File: src/rtl/tile_mul_scheduler_if.sv
// Accelerator-side bus of the tile multiply scheduler: operand select, tile offsets,
// accumulator clear and the start/ready/done handshake with poly_mul_wrapper.
interface tile_mul_scheduler_if #(
   parameter int IW = 4
);
   logic [1:0]    a_sel_o;
   logic [1:0]    b_sel_o;
   logic [IW-1:0] a_off_o;
   logic [IW-1:0] b_off_o;
   logic          acc_rst_poly_mul_o;
   logic          acc_start_o;
   logic          acc_ready_i;
   logic          acc_poly_mul_done_i;

   modport master (
      output a_sel_o, b_sel_o, a_off_o, b_off_o, acc_rst_poly_mul_o, acc_start_o,
      input  acc_ready_i, acc_poly_mul_done_i
   );

   modport slave (
      input  a_sel_o, b_sel_o, a_off_o, b_off_o, acc_rst_poly_mul_o, acc_start_o,
      output acc_ready_i, acc_poly_mul_done_i
   );
endinterface

File: src/rtl/tile_mul_scheduler.sv
// Walks the four ciphertext tensor products tile pair by tile pair through poly_mul_wrapper.
// Optional stall counter enabled by defining TILE_SCHED_STALL_CNT_EN.
module tile_mul_scheduler #(
   parameter int DEGREE_N = 16,
   parameter int TILE_N   = 4
) (
   input  logic                clk,
   input  logic                rst,
   input  logic                start_i,
   input  logic                abort_i,
   output logic                ready_o,
   output logic                done_o,
   output logic [1:0]          prod_o,
   output logic                proto_err_o,
   output logic [15:0]         stall_cnt_o,
   tile_mul_scheduler_if.master acc
);
   localparam int IW = $clog2(DEGREE_N);
   localparam logic [IW-1:0] OFF_STEP = IW'(TILE_N);
   localparam logic [IW-1:0] OFF_LAST = IW'(DEGREE_N - TILE_N);

   typedef enum logic [2:0] {
      S_IDLE,
      S_CLEAR,
      S_ISSUE,
      S_WAIT_DONE,
      S_DONE
   } state_t;

   state_t        state, state_nxt;
   logic [1:0]    prod, prod_nxt;
   logic [1:0]    a_sel, a_sel_nxt;
   logic [1:0]    b_sel, b_sel_nxt;
   logic [IW-1:0] a_off, a_off_nxt;
   logic [IW-1:0] b_off, b_off_nxt;
   logic          proto_err, proto_err_nxt;
   logic          xfer;

   // Product order: c11*c01, c10*c01, c11*c00, c10*c00
   function automatic logic [1:0] a_of(input logic [1:0] p);
      return p[0] ? 2'd2 : 2'd3;
   endfunction

   function automatic logic [1:0] b_of(input logic [1:0] p);
      return p[1] ? 2'd0 : 2'd1;
   endfunction

   always_ff @(posedge clk or posedge rst) begin
      if (rst) begin
         state     <= S_IDLE;
         prod      <= '0;
         a_sel     <= '0;
         b_sel     <= '0;
         a_off     <= '0;
         b_off     <= '0;
         proto_err <= 1'b0;
      end else begin
         state     <= state_nxt;
         prod      <= prod_nxt;
         a_sel     <= a_sel_nxt;
         b_sel     <= b_sel_nxt;
         a_off     <= a_off_nxt;
         b_off     <= b_off_nxt;
         proto_err <= proto_err_nxt;
      end
   end

   always_comb begin
      state_nxt     = state;
      prod_nxt      = prod;
      a_sel_nxt     = a_sel;
      b_sel_nxt     = b_sel;
      a_off_nxt     = a_off;
      b_off_nxt     = b_off;
      proto_err_nxt = proto_err;
      xfer          = (state == S_ISSUE) && acc.acc_ready_i;

      unique case (state)
         S_IDLE: begin
            if (start_i) begin
               state_nxt     = S_CLEAR;
               prod_nxt      = 2'd0;
               a_sel_nxt     = a_of(2'd0);
               b_sel_nxt     = b_of(2'd0);
               a_off_nxt     = '0;
               b_off_nxt     = '0;
               proto_err_nxt = 1'b0;
            end
         end
         S_CLEAR: state_nxt = S_ISSUE;
         S_ISSUE: begin
            // A offset is the fast index; both wrap to 0 after the last pair
            if (xfer) begin
               a_off_nxt = a_off + OFF_STEP;
               if (a_off == OFF_LAST) begin
                  b_off_nxt = b_off + OFF_STEP;
                  if (b_off == OFF_LAST) state_nxt = S_WAIT_DONE;
               end
            end
         end
         S_WAIT_DONE: begin
            if (acc.acc_poly_mul_done_i) begin
               if (prod == 2'd3) begin
                  state_nxt = S_DONE;
               end else begin
                  state_nxt = S_CLEAR;
                  prod_nxt  = prod + 2'd1;
                  a_sel_nxt = a_of(prod + 2'd1);
                  b_sel_nxt = b_of(prod + 2'd1);
               end
            end
         end
         S_DONE:  state_nxt = S_IDLE;
         default: state_nxt = S_IDLE;
      endcase

      // A done outside WAIT_DONE is flagged but never consumed
      if (acc.acc_poly_mul_done_i && (state != S_WAIT_DONE)) proto_err_nxt = 1'b1;

      if (abort_i && (state != S_IDLE)) begin
         state_nxt = S_IDLE;
         prod_nxt  = 2'd0;
         a_sel_nxt = 2'd0;
         b_sel_nxt = 2'd0;
         a_off_nxt = '0;
         b_off_nxt = '0;
      end
   end

   assign ready_o                = (state == S_IDLE);
   assign done_o                 = (state == S_DONE);
   assign prod_o                 = prod;
   assign proto_err_o            = proto_err;
   assign acc.acc_start_o        = (state == S_ISSUE);
   assign acc.acc_rst_poly_mul_o = (state == S_CLEAR);
   assign acc.a_sel_o            = a_sel;
   assign acc.b_sel_o            = b_sel;
   assign acc.a_off_o            = a_off;
   assign acc.b_off_o            = b_off;

`ifdef TILE_SCHED_STALL_CNT_EN
   logic [15:0] stall_cnt;

   always_ff @(posedge clk or posedge rst) begin
      if (rst) begin
         stall_cnt <= '0;
      end else if ((state == S_IDLE) && start_i) begin
         stall_cnt <= '0;
      end else if ((state == S_ISSUE) && !acc.acc_ready_i && (stall_cnt != 16'hFFFF)) begin
         stall_cnt <= stall_cnt + 16'd1;
      end
   end

   assign stall_cnt_o = stall_cnt;
`else
   assign stall_cnt_o = '0;
`endif

endmodule

File: src/flat_wrapper.sv
// flat-port wrapper written by rule: the top's interface ports become plain ports
module tile_mul_scheduler_flat 
#(
   parameter int DEGREE_N = 16,
   parameter int TILE_N   = 4
)
  (clk, rst, start_i, abort_i, ready_o, done_o, prod_o, proto_err_o, stall_cnt_o, acc_a_sel_o, acc_b_sel_o, acc_a_off_o, acc_b_off_o, acc_acc_rst_poly_mul_o, acc_acc_start_o, acc_acc_ready_i, acc_acc_poly_mul_done_i);
  tile_mul_scheduler_if acc_i ();
  input  logic clk;
  input  logic rst;
  input  logic start_i;
  input  logic abort_i;
  output logic ready_o;
  output logic done_o;
  output logic [1:0] prod_o;
  output logic proto_err_o;
  output logic [15:0] stall_cnt_o;
  output wire logic [$bits(acc_i.a_sel_o)-1:0] acc_a_sel_o;
  output wire logic [$bits(acc_i.b_sel_o)-1:0] acc_b_sel_o;
  output wire logic [$bits(acc_i.a_off_o)-1:0] acc_a_off_o;
  output wire logic [$bits(acc_i.b_off_o)-1:0] acc_b_off_o;
  output wire logic [$bits(acc_i.acc_rst_poly_mul_o)-1:0] acc_acc_rst_poly_mul_o;
  output wire logic [$bits(acc_i.acc_start_o)-1:0] acc_acc_start_o;
  input wire logic [$bits(acc_i.acc_ready_i)-1:0] acc_acc_ready_i;
  input wire logic [$bits(acc_i.acc_poly_mul_done_i)-1:0] acc_acc_poly_mul_done_i;
  assign acc_a_sel_o = acc_i.a_sel_o;
  assign acc_b_sel_o = acc_i.b_sel_o;
  assign acc_a_off_o = acc_i.a_off_o;
  assign acc_b_off_o = acc_i.b_off_o;
  assign acc_acc_rst_poly_mul_o = acc_i.acc_rst_poly_mul_o;
  assign acc_acc_start_o = acc_i.acc_start_o;
  assign acc_i.acc_ready_i = acc_acc_ready_i;
  assign acc_i.acc_poly_mul_done_i = acc_acc_poly_mul_done_i;
  tile_mul_scheduler #(.DEGREE_N(DEGREE_N), .TILE_N(TILE_N)) u_core (.clk(clk), .rst(rst), .start_i(start_i), .abort_i(abort_i), .ready_o(ready_o), .done_o(done_o), .prod_o(prod_o), .proto_err_o(proto_err_o), .stall_cnt_o(stall_cnt_o), .acc(acc_i));
endmodule
File: config.mk
export PLATFORM = sky130hd
export DESIGN_NAME = tile_mul_scheduler_flat
export DESIGN_NICKNAME = d
export VERILOG_FILES = /design/src/rtl/tile_mul_scheduler_if.sv /design/src/rtl/tile_mul_scheduler.sv /design/src/flat_wrapper.sv
export SDC_FILE = /design/constraint.sdc
export NUM_CORES = 1
export LEC_CHECK = 0
export CORE_UTILIZATION = 30
export CTS_CLUSTER_DIAMETER = 30
export DETAILED_ROUTE_END_ITERATION = 12
export PLACE_DENSITY = 0.6
export SLEW_MARGIN = 25
export SYNTH_ARGS = -nofsm -noshare
export SYNTH_HDL_FRONTEND = slang
export SYNTH_SLANG_ARGS = --single-unit
File: constraint.sdc
create_clock -name clk -period 2.15 [get_ports clk]
set_clock_uncertainty 0.1 [all_clocks]
set_input_delay 0.43 -clock clk [delete_from_list [all_inputs] [get_ports clk]]
set_output_delay 0.43 -clock clk [all_outputs]
set_load 0.05 [all_outputs]
# == Word level (Yosys, flattened, before mapping) ==
# Index checks and enable logic that the tools add are counted.
# totals
ff_bits,18
in_bits,6
out_inout_bits,35
word_cells,74
# op_classes
add_sub_neg,3
eq_ne,14
n_mux,36
n_reduce_logical,14
# ops
op,count
$mux 2,12
$mux 4,6
$mux 3,7
$pmux 4 s2,2
$pmux 2 s2,3
$pmux 3 s4,1
$ne 3x1->1 const B,3
$ne 3x2->1 const B,3
$reduce_bool 3->1,3
$add 4x3->4 const B,2
$eq 4x4->1 const B,2
$reduce_and 4->1,2
$eq 3x2->1 const B,2
$mux 1,5
$reduce_and 5->1,1
$reduce_bool 2->1,2
$eq 3x1->1 const B,1
$eq 3x3->1 const B,1
$logic_and 1x1->1,3
$logic_not 3->1,1
$ne 3x3->1 const B,1
$reduce_and 3->1,1
$add 2x1->2 const B,1
$eq 2x2->1 const B,1
$reduce_and 2->1,1

# == Logic depth before layout (Yosys ltp) ==
# depth
ltp_word,6
depth_mapped,5

# == Worst setup path after synthesis ==
# No wires, ideal clock.
# synth_path
kind,reg2reg
startpoint,register u_core.state[1]
endpoint,register u_core.prod[1] (netlist: u_core.prod_o[1])
setup_ps,67
arrival_time_ps,2357
setup_slack_ps,-374
stages_incl_launch_ff,6
n_path_buf,1
period_less_slack_ps,2524
cell_sequence,dfrtp_1 > clkbuf_1 > nor3_1 > nor2_1 > nor3b_1 > mux2_2
# synth_lines
element,line,text
from (decl),tile_mul_scheduler.sv:30,"state_t state, state_nxt;"
from (signal assigned),tile_mul_scheduler.sv:58,state <= state_nxt;
$logic_not 3->1 (*),--,
net ready_o,flat_wrapper.sv:13,output logic ready_o;
"$ne 3x2->1 (no line), or another cell as far along",--,
$reduce_and 4->1 (no line) or $mux 2 (tied branches),--,
to (signal assigned),tile_mul_scheduler.sv:59,prod <= prod_nxt;
to (decl),tile_mul_scheduler.sv:31,"logic [1:0] prod, prod_nxt;"
# Mark *: on every way through the listed nets, which the timed path passes. The rest lies on a longest branch.
# A chain may end at the register's enable or synchronous reset.

# == Worst setup path after layout ==
# layout_path
startpoint,register u_core.a_off[2] (netlist: u_core.acc.a_off_o[2])
endpoint,output port acc_a_off_o[2]
# layout_lines
element,line,text
from (decl),tile_mul_scheduler.sv:34,"logic [IW-1:0] a_off, a_off_nxt;"
from (signal assigned),tile_mul_scheduler.sv:62,a_off <= a_off_nxt;
to (decl),flat_wrapper.sv:20,output wire logic [$bits(acc_i.a_off_o)-1:0] acc_a_off_o;
# No word-level cell between the ends.

==> flow_summary.json <==
{
  "status": "complete, but fails checks",
  "violations": "DRC",
  "dp.final_hpwl_um": 1280,
  "fillers": 295,
  "peakVddDrop_v": 0.000650,
  "crit_cells": 1,
  "final_util_pct": 42.3,
  "slew_violations": 0,
  "p_int_mw": 0.774,
  "cts_buffers": 3,
  "power_density_nw_per_um2": 1270,
  "ys_seq_elements": 13,
  "yosys.area_share.adder_pct": 4.13,
  "numPortBuffers": 19,
  "fp.dieW_um": 57.0,
  "setup_viol": 0,
  "arrival_ns": 1.49,
  "die-height_um": 57.0,
  "gp_congestion": 0.729,
  "yosysSeqAreaShare_pct": 35.8,
  "layout.nets": 136,
  "slowest_stage": "clkdlybuf4s50_1",
  "antenna_found_initial": 0,
  "areaGrowthSynthToFinish_pct": 30.7,
  "wl_per_cell_um": 11.0,
  "rows": 19,
  "ant_nets": 0,
  "swShare_pct": 48.6,
  "diodes": 0,
  "drive_gt1_share_pct": 22.2,
  "grt_pass1_wl_um": 2880,
  "cp-start-kind": "register",
  "post-route-min-period_ns": 2.02,
  "clock-sinks": 13,
  "grt_max_degree": 14,
  "avgSynthCellArea_um2": 9.18,
  "r2r_slack_ns": 0.15,
  "cts.htree.levels": 1,
  "core_area_um2": 2810,
  "synth_cell_types": 31,
  "share_seq_of_total_power_pct": 24.3,
  "cp.required_ns": 1.62,
  "pre_cts_slack_ns": -0.143,
  "synthTopCellsByArea": "dfrtp_1 36%, buf_4 17%, mux2_2 6.2%",
  "post_cts_buffers": 0,
  "worstMarginPinSlew_ns": 0.533,
  "grt_pass1_vias": 620,
  "reg2regPathDepth": 5,
  "hold-worst-slack_ns": 0.384,
  "cp-end-kind": "primary output",
  "syn-instance-count": 99,
  "worst-setup-path-type": "register to primary output",
  "combPwrFrac_pct": 65.4,
  "stdcell_count": 157,
  "clock_latency_ns": 0.28,
  "cts-resized-gates": 0,
  "dpl.cell_count": 153,
  "timing.rr.end": "u_core.prod_o[0]",
  "vias": 733,
  "start_util_pct": 32.4,
  "synth_area_leader_cell": "dfrtp_1",
  "cts_root_buf": "clkbuf_4",
  "setup_tns_ns": 0,
  "drt_iter0_drc": 26,
  "grtUsageTotal_pct": 11.5,
  "maxCapViolCount": 0,
  "path_max_fanout": 4,
  "cp_cell_sequence": "clkdlybuf4s50_1",
  "ctsHoldBuffers": 0,
  "clk_pin_slew_ns": 0.09,
  "drc_errors": 10,
  "boundaryPins": 41,
  "cp_num_buf_inv": 1,
  "synth_compound_area_share_pct": 13.2,
  "synth-simple-area-share_pct": 19.6,
  "total_power_mw": 1.50,
  "synth_top_family_by_area": "buffers and inverters",
  "synth.area.mux_share_pct": 6.20,
  "relSlewSlack_pct": 64.4,
  "routed_wl_um": 1720,
  "fin_crit_sh_pct": 94.1,
  "rsz0062_at_grt": "false",
  "layout_setup_ws_ns": 0.127,
  "place_area_um2": 1160,
  "switching_power_mw": 0.730,
  "synth_top_area_share_pct": 35.8,
  "grt_overflow_total": 0,
  "synth_xor_area_share_pct": 0,
  "clkPwrFrac_pct": 10.3,
  "startpoint": "u_core.acc.a_off_o[2]",
  "cpPeakStageDelay_ns": 0.82,
  "cts_buffer_depth": 2,
  "fp.dieArea_um2": 3250,
  "firstDrtPassIters": 8,
  "synth_area_um2": 908,
  "cts_tree": "built",
  "final_area_um2": 1190,
  "hold_path.class": "input pin to async pin",
  "hold_viol_final": 0,
  "worstSetupEndpoint": "acc_a_off_o[2]",
  "ys_warn_count": 0,
  "r2r-start": "u_core.prod_o[0]",
  "leakagePower_nw": 0.542,
  "fmax_mhz": 494,
  "crit_family": "buffers and inverters",
  "viasPerCell": 4.67
}
## routing by layer
layer / part of all wire, % / vias to the layer above / GRT usage, %
met5: 0 / - / 0
met4: 0 / 0 / 5.23
met2: 46 / 30 / 16.5
li1: - / 361 / -
met3: 6.8 / 0 / 2.27
met1: 47 / 342 / 16.7
## state kept, by name, summed over array words and instances, names as in the netlist
register and flops:
u_core.acc.a_off_o 2, u_core.acc.a_sel_o 2, u_core.acc.b_off_o 2, u_core.acc.b_sel_o 1
u_core.prod_o 2, u_core.proto_err_o 1, u_core.state 3
## worst min path at each step
stage | to | cells past startpoint
CTS | u_core.acc.a_off_o[2] | 2
global placement | u_core.acc.b_off_o[3] | 2
global route | u_core.acc.a_off_o[2] | 2
finish | u_core.proto_err_o | 2
floorplan | u_core.acc.a_off_o[2] | 1
detailed placement | u_core.acc.a_sel_o[1] | 1
## cell usage in the layout (no fill, tap or decap), types with 2 or more instances in the layout
cell type | Yosys | final
mux2_2 | 5 | 5
nor2_1 | 8 | 8
dfrtp_1 | 13 | 11
nor4_1 | 2 | 2
inv_1 | 5 | 5
nand3_1 | 2 | 2
o31ai_1 | 2 | 2
o21ai_0 | 4 | 4
nand2_1 | 5 | 5
clkdlybuf4s50_1 | 0 | 15
conb_1 | 1 | 21
buf_4 | 21 | 8
clkbuf_4 | 0 | 3
a21oi_1 | 2 | 2
nor3_1 | 3 | 2
ha_1 | 3 | 3
nand2b_1 | 2 | 2
nor3b_2 | 0 | 2
buf_12 | 0 | 4
a221o_1 | 2 | 2
o22a_1 | 2 | 2
dfrtp_2 | 0 | 2
## synthesized netlist by cell type
library cell,n
o21ai_0,4
buf_1,1
dfrtp_1,13
nand3b_1,1
and2_1,1
inv_1,5
a31oi_1,1
o21a_1,1
ha_1,3
nor2b_1,1
nor3b_1,3
o22a_1,2
o31ai_1,2
conb_1,1
nor3_1,3
clkbuf_1,2
nor4b_1,1
nor4_1,2
or3_1,1
nor2_1,8
nand2_1,5
or2_2,1
a41oi_1,1
nor4b_2,1
a221oi_2,1
buf_4,21
nand3_1,2
a21oi_1,2
mux2_2,5
a221o_1,2
nand2b_1,2
## layout make-up
class	instances	area, um2	area share, %
Multi-Input combinational cell	77	485	40.9
Tap cell	31	38.8	3.27
Inverter	5	18.8	1.58
Timing Repair Buffer	27	290	24.4
Sequential cell	13	328	27.6
Clock buffer	4	26.3	2.21
## cells by family after synthesis
logic type | after synthesis
and+or+nand+nor | 32
buffers and inverters | 29
AOI/OAI and AO/OA | 16
DFF | 13
muxes | 5
adders and majority gates | 3
other | 1
## power by group through the flow
stage | Clock (mW) | Sequential, mW | Combinational, mW
global placement | 0 | 0.370 | 0.980
floorplan | 0 | 0.543 | 0.508
CTS | 0.163 | 0.368 | 0.989
finish | 0.155 | 0.365 | 0.984
global route | 0.170 | 0.377 | 1.05
detailed placement | 0 | 0.371 | 0.985
Note: power is estimated with default switching activity, not from simulation.
